## config.mk

```make
export PLATFORM = sky130hd
export DESIGN_NAME = pet_prg_loader
export DESIGN_NICKNAME = d
export VERILOG_FILES = /design/src/rtl/pet_pkg.sv /design/src/rtl/pet_prg_loader.sv
export SDC_FILE = /design/constraint.sdc
export NUM_CORES = 1
export LEC_CHECK = 0
export CAP_MARGIN = 20
export CORE_MARGIN = 2
export CORE_UTILIZATION = 57
export DETAILED_ROUTE_END_ITERATION = 10
export PLACE_DENSITY = 0.84
export SETUP_SLACK_MARGIN = 0.15
export SLEW_MARGIN = 10
export SYNTH_ARGS = -nofsm -noshare
export SYNTH_HDL_FRONTEND = slang
export SYNTH_SLANG_ARGS = --single-unit
```

## constraint.sdc

```tcl
create_clock -name clk -period 2.3 [get_ports clk]
set_input_delay 0.46 -clock clk [delete_from_list [all_inputs] [get_ports clk]]
set_output_delay 0.46 -clock clk [all_outputs]
set_load 0.01 [all_outputs]
```

## src/rtl/pet_pkg.sv

```systemverilog
// Shared PET definitions: loader FSM encoding and RAM / zero-page constants.
package pet_pkg;

  typedef enum logic [2:0] {
    S_IDLE   = 3'd0,
    S_HDR_LO = 3'd1,
    S_HDR_HI = 3'd2,
    S_DATA   = 3'd3,
    S_FIX    = 3'd4
  } prg_state_t;

  // Highest byte of the 32KB main RAM.
  localparam logic [14:0] PET_RAM_TOP = 15'h7FFF;
  // VARTAB lo; ARYTAB and STREND pointer pairs follow directly.
  localparam logic [14:0] PET_VARTAB  = 15'h002A;

endpackage

```

## src/rtl/pet_prg_loader.sv

```systemverilog
// PRG download stream -> PET RAM DMA writes.
// Optional macro PRG_PTR_FIXUP_EN: after the payload, patch VARTAB/ARYTAB/STREND
// with the end-of-program address so the program can be RUN straight away.
module pet_prg_loader
  import pet_pkg::*;
#(
  parameter logic [14:0] RAM_TOP  = PET_RAM_TOP,
  parameter logic [14:0] PTR_BASE = PET_VARTAB
) (
  input  logic        clk,
  input  logic        reset_n,
  input  logic        dl_active,
  input  logic        dl_wr,
  input  logic [7:0]  dl_data,
  output logic        dl_wait,
  output logic [14:0] dma_addr,
  output logic [7:0]  dma_din,
  output logic        dma_we,
  output logic        busy,
  output logic        overflow,
  output logic        short_file
);

  localparam logic [15:0] TOP16 = {1'b0, RAM_TOP};

  prg_state_t  state_q, state_d;
  logic [15:0] ptr_q, ptr_d;
  logic        act_q, act_d;
  logic        pend_q, pend_d;
  logic [14:0] dma_addr_q, dma_addr_d;
  logic [7:0]  dma_din_q, dma_din_d;
  logic        dma_we_q, dma_we_d;
  logic        ovf_q, ovf_d;
  logic        short_q, short_d;
`ifdef PRG_PTR_FIXUP_EN
  logic [2:0]  cnt_q, cnt_d;
  logic [15:0] end_ptr;

  // Program end as BASIC sees it: clamp to one past the top of RAM.
  assign end_ptr = (ptr_q > TOP16) ? (TOP16 + 16'd1) : ptr_q;
`endif

  assign dl_wait    = (state_q == S_FIX);
  assign busy       = (state_q != S_IDLE);
  assign dma_addr   = dma_addr_q;
  assign dma_din    = dma_din_q;
  assign dma_we     = dma_we_q;
  assign overflow   = ovf_q;
  assign short_file = short_q;

  // Next-state, pointer and DMA stage logic.
  always_comb begin
    state_d    = state_q;
    ptr_d      = ptr_q;
    act_d      = dl_active;
    pend_d     = pend_q;
    dma_addr_d = dma_addr_q;
    dma_din_d  = dma_din_q;
    dma_we_d   = 1'b0;
    ovf_d      = ovf_q;
    short_d    = short_q;
`ifdef PRG_PTR_FIXUP_EN
    cnt_d      = cnt_q;
`endif
    unique case (state_q)
      S_IDLE: begin
        // A rise latched during FIX counts as a start even if the line dropped again.
        if (dl_active || pend_q) begin
          pend_d  = 1'b0;
          ovf_d   = 1'b0;
          short_d = 1'b0;
          // A byte released the moment dl_wait drops lands here; keep it as header lo.
          if (dl_wr) begin
            ptr_d[7:0] = dl_data;
            state_d    = S_HDR_HI;
          end else begin
            state_d    = S_HDR_LO;
          end
        end
      end
      S_HDR_LO: begin
        if (!dl_active) begin
          short_d = 1'b1;
          state_d = S_IDLE;
        end else if (dl_wr) begin
          ptr_d[7:0] = dl_data;
          state_d    = S_HDR_HI;
        end
      end
      S_HDR_HI: begin
        if (dl_wr) begin
          ptr_d[15:8] = dl_data;
          // Header-only file ending on this byte still gets its pointer fixup.
          state_d     = dl_active ? S_DATA : S_FIX;
        end else if (!dl_active) begin
          short_d = 1'b1;
          state_d = S_IDLE;
        end
      end
      S_DATA: begin
        if (dl_wr) begin
          if (ptr_q > TOP16) begin
            ovf_d = 1'b1;
          end else begin
            dma_we_d   = 1'b1;
            dma_addr_d = ptr_q[14:0];
            dma_din_d  = dl_data;
          end
          // Saturate so a runaway file can never wrap back into low RAM.
          ptr_d = (ptr_q == 16'hFFFF) ? ptr_q : ptr_q + 16'd1;
        end
        if (!dl_active) state_d = S_FIX;
      end
      S_FIX: begin
        if (dl_active && !act_q) pend_d = 1'b1;
`ifdef PRG_PTR_FIXUP_EN
        dma_we_d   = 1'b1;
        dma_addr_d = PTR_BASE + {12'd0, cnt_q};
        dma_din_d  = cnt_q[0] ? end_ptr[15:8] : end_ptr[7:0];
        if (cnt_q == 3'd5) begin
          cnt_d   = 3'd0;
          state_d = S_IDLE;
        end else begin
          cnt_d   = cnt_q + 3'd1;
        end
`else
        // Address parks on the pointer block; no strobe is issued.
        dma_addr_d = PTR_BASE;
        state_d    = S_IDLE;
`endif
      end
      default: state_d = S_IDLE;
    endcase
  end

  // State and registered DMA output stage; reset aborts any transfer at once.
  always_ff @(posedge clk or negedge reset_n) begin
    if (!reset_n) begin
      state_q    <= S_IDLE;
      ptr_q      <= 16'd0;
      act_q      <= 1'b0;
      pend_q     <= 1'b0;
      dma_addr_q <= 15'd0;
      dma_din_q  <= 8'd0;
      dma_we_q   <= 1'b0;
      ovf_q      <= 1'b0;
      short_q    <= 1'b0;
`ifdef PRG_PTR_FIXUP_EN
      cnt_q      <= 3'd0;
`endif
    end else begin
      state_q    <= state_d;
      ptr_q      <= ptr_d;
      act_q      <= act_d;
      pend_q     <= pend_d;
      dma_addr_q <= dma_addr_d;
      dma_din_q  <= dma_din_d;
      dma_we_q   <= dma_we_d;
      ovf_q      <= ovf_d;
      short_q    <= short_d;
`ifdef PRG_PTR_FIXUP_EN
      cnt_q      <= cnt_d;
`endif
    end
  end

endmodule
```

==> results.toml <==
[cells_and_area]
area.growth.synth_to_final_pct = 25.9
seq_area_um2 = 1180
antenna_cells = 0
final_common_cell = "dfrtp_1"
multi_input_area_um2 = 1190
final.fill_count = 277
drive_gt1_frac = 0.182
mostFrequentLayoutCells = "dfrtp_1, clkdlybuf4s50_1, nand2_1, buf_4, o21ai_0"
nets = 308

[worst_setup_path]
cp_slowest_stage_delay_ns = 0.50
crit_path_cell_trace = "nor2_4 -> nand2_1 -> clkdlybuf4s50_1"
critPathLaunchType = "register"
end_kind = "output port"
reg2reg_slack_ns = 0.29
crit_family = "buffers and inverters"
cp_data_required_time_ns = 1.84
crit_path_top_delay_cell = "clkdlybuf4s50_1"
crit_type = "reg2out"
crit_arrival_ns = 1.56
crit_fanout = 5
worst-path-buf-inv = 1

[global_routing]
antenna_found_initial = 0
grt_pass1_vias = 2025
grt_use_total = 0.262
grt_pass1_wl_um = 10200
grt_overflow = 0
grt_max_degree = 31

[drt]
drt_iter0_drc = 277
drcViolationCount = 0
wl_per_cell_um = 18.2
drt_wl_total_um = 6300
viasPerCell = 6.37
via_count = 2205
first_pass_iters = 5
ant_nets = 0

[clocking]
cts_tree = "done"
path_clk_slew_ns = 0.09
htree_num_levels = 2
clk_latency_ns = 0.30
numCtsBuffers = 5
root_buffer = "clkbuf_8"
ctsLongestPathBuffers = 2
postCtsHoldBufs = 0
cts.sinks = 47

[placement]
gp_congestion = 0.986
port-buffer-count = 39
dp_hpwl_um = 4440
pre_cts_ws_ns = 0.187

[synth]
yosysWarnings = 0
synth_cell_type_count = 57
synth_xor_area_frac = 0
synthesis.nets = 257
synth_edf_count = 0
syn_avg_cell_area_um2 = 10.1
synth_top_family_by_area = "compound AO/OA/AOI/OAI gates"
synthFlopType = "dfrtp_1"
netlist_area_um2 = 2460
synth_largest_area_cell = "dfrtp_1"
synth_compound_area_frac = 0.226
synthMuxAreaShare = 0.0458
yosys-top-cells-area = "dfrtp_1, nand2_1, mux2_2, o21ai_0, a21oi_1"
synth_fa_ha_area_frac = 0.00509
syn_inst = 244
synth-simple-area-share = 0.202
synth_top_area_frac = 0.478
ys_seq_area_frac = 0.478
ys_ff_latch = 47
postSynth.asyncResetShare = 1.00

[timing]
finalSetupViolations = 0
layout_setup_ws_ns = 0.280
period_needed_ns = 2.02
min_period_over_period = 0.878
hold_viol = 0
setup_tns_ns = 0
grt_setup_unrepaired = "false"
maxSlewHeadroom = 0.665
report.final.slew_viol_count = 0
fmax_ghz = 0.495
skew_ns = 0.00994
tightest_slew_ns = 0.501

[floorplanning]
die_area_um2 = 4860
core.rowCount = 23
die_x_um = 69.7
die_h_um = 69.7
start_util = 0.602
ios = 40
core_area_um2 = 4090

[pwr]
power_per_cell_area_nw_per_um2 = 946
leakagePower_nw = 1.37
peakVddDrop_mv = 0.598

[worst_hold_path]
hold_class = "in2async"

[status]
status = "finished clean"

[job]
drv_cap = 0
## worst paths after layout
kind | start | to | depth (start not counted)
worst max-delay path | state_q[1] | busy | 3
worst min-delay path | reset_n | dma_addr[12] | 1
worst max register to register | ptr_q[1] | ptr_q[0] | 5
worst min register to register | dma_addr[11] | dma_addr[11] | 2
max in group asynchronous | reset_n | state_q[0] | 2
min in group clk | dma_addr[11] | dma_addr[11] | 2
## worst register-to-register path, cell delays in order, from the launching register on
cell and delay (ns):
dfrtp_1 0.47, ha_1 0.28, nand3_2 0.20, nor4_1 0.48, a2111oi_0 0.21, a211oi_1 0.28
## logic make-up after synthesis
logic type               after synthesis
flip-flops                            47
adder cells (fa/ha/maj)                1
multiplexers                          10
AO/OA/AOI/OAI                         78
AND/OR/NAND/NOR                       86
buffers and inverters                 22
## flip-flops by register name (all words and copies together), names as in the netlist
signal and cells:
dma_we 1, dma_din 8, ptr_q 16, short_file 1
dma_addr 15, state_q 3, overflow 1, act_q 1
pend_q 1
## metrics by stage
step | hold WS [ns] | instances | area, um2 | util | total power [mW]
6_report | 0.0549 | 346 | 3100 | 0.758 | 2.93
2_1_floorplan | 0.164 | 244 | 2460 | - | 1.83
5_1_grt | 0.0680 | 346 | 3100 | 0.758 | 3.11
3_3_place_gp | 0.386 | 332 | 2940 | 0.720 | 2.38
3_5_place_dp | 0.393 | 332 | 2940 | 0.720 | 2.40
4_1_cts | 0.0615 | 340 | 3050 | 0.746 | 2.93
## timing repair
item	4_1_cts	5_1_grt
hold endpoints to repair	0	0
buffers inserted	0	6
resized for setup	4	2
setup endpoints to repair	2	2
pin swaps	0	1
## power by group
| group | switching, mW | leakage [nW] | internal, mW | total [mW] |
|---|---|---|---|---|
| clock network | 0.275 | 0.0484 | 0.246 | 0.522 |
| registers | 0.240 | 0.571 | 1.09 | 1.33 |
| logic | 0.493 | 0.749 | 0.586 | 1.08 |
| total | 1.01 | 1.37 | 1.92 | 2.93 |
## area by class of cell
| type | instances | share of cell area |
|---|---|---|
| multi-input combinational | 175 | 0.386 |
| sequential | 47 | 0.381 |
| timing repair buffer | 59 | 0.174 |
| clock buffer | 7 | 0.0279 |
| tap | 50 | 0.0202 |
| inverter | 7 | 0.00848 |
| clock inverter | 1 | 0.00283 |
## cells in the mapped netlist, types with 2 or more instances
master and n:
nor3_4 2, nand2_1 30, nor3_1 4, clkbuf_1 3, a31oi_1 3, nand4_1 8, a221oi_1 2, a211oi_1 6
nor2_1 14, and3_1 4, a22oi_1 2, nand3_1 4, a32o_1 2, o22a_1 3, nor2b_1 2, buf_4 3
or4_1 2, and4_1 2, nand3_4 2, buf_2 8, a41oi_1 2, a2bb2oi_1 7, o21ai_0 15, nor4_1 2
inv_1 6, mux2_2 9, o22ai_1 4, o31ai_1 4, a21oi_1 13, o32ai_1 3, dfrtp_1 47
## layer usage
layer,global-route usage,vias up,wire length [um]
met5,0,-,0
met4,0.0897,0,136
met3,0.0581,22,484
met2,0.403,113,2990
met1,0.370,1050,2700
li1,-,1020,-
Power figures use the tool's default switching activity.
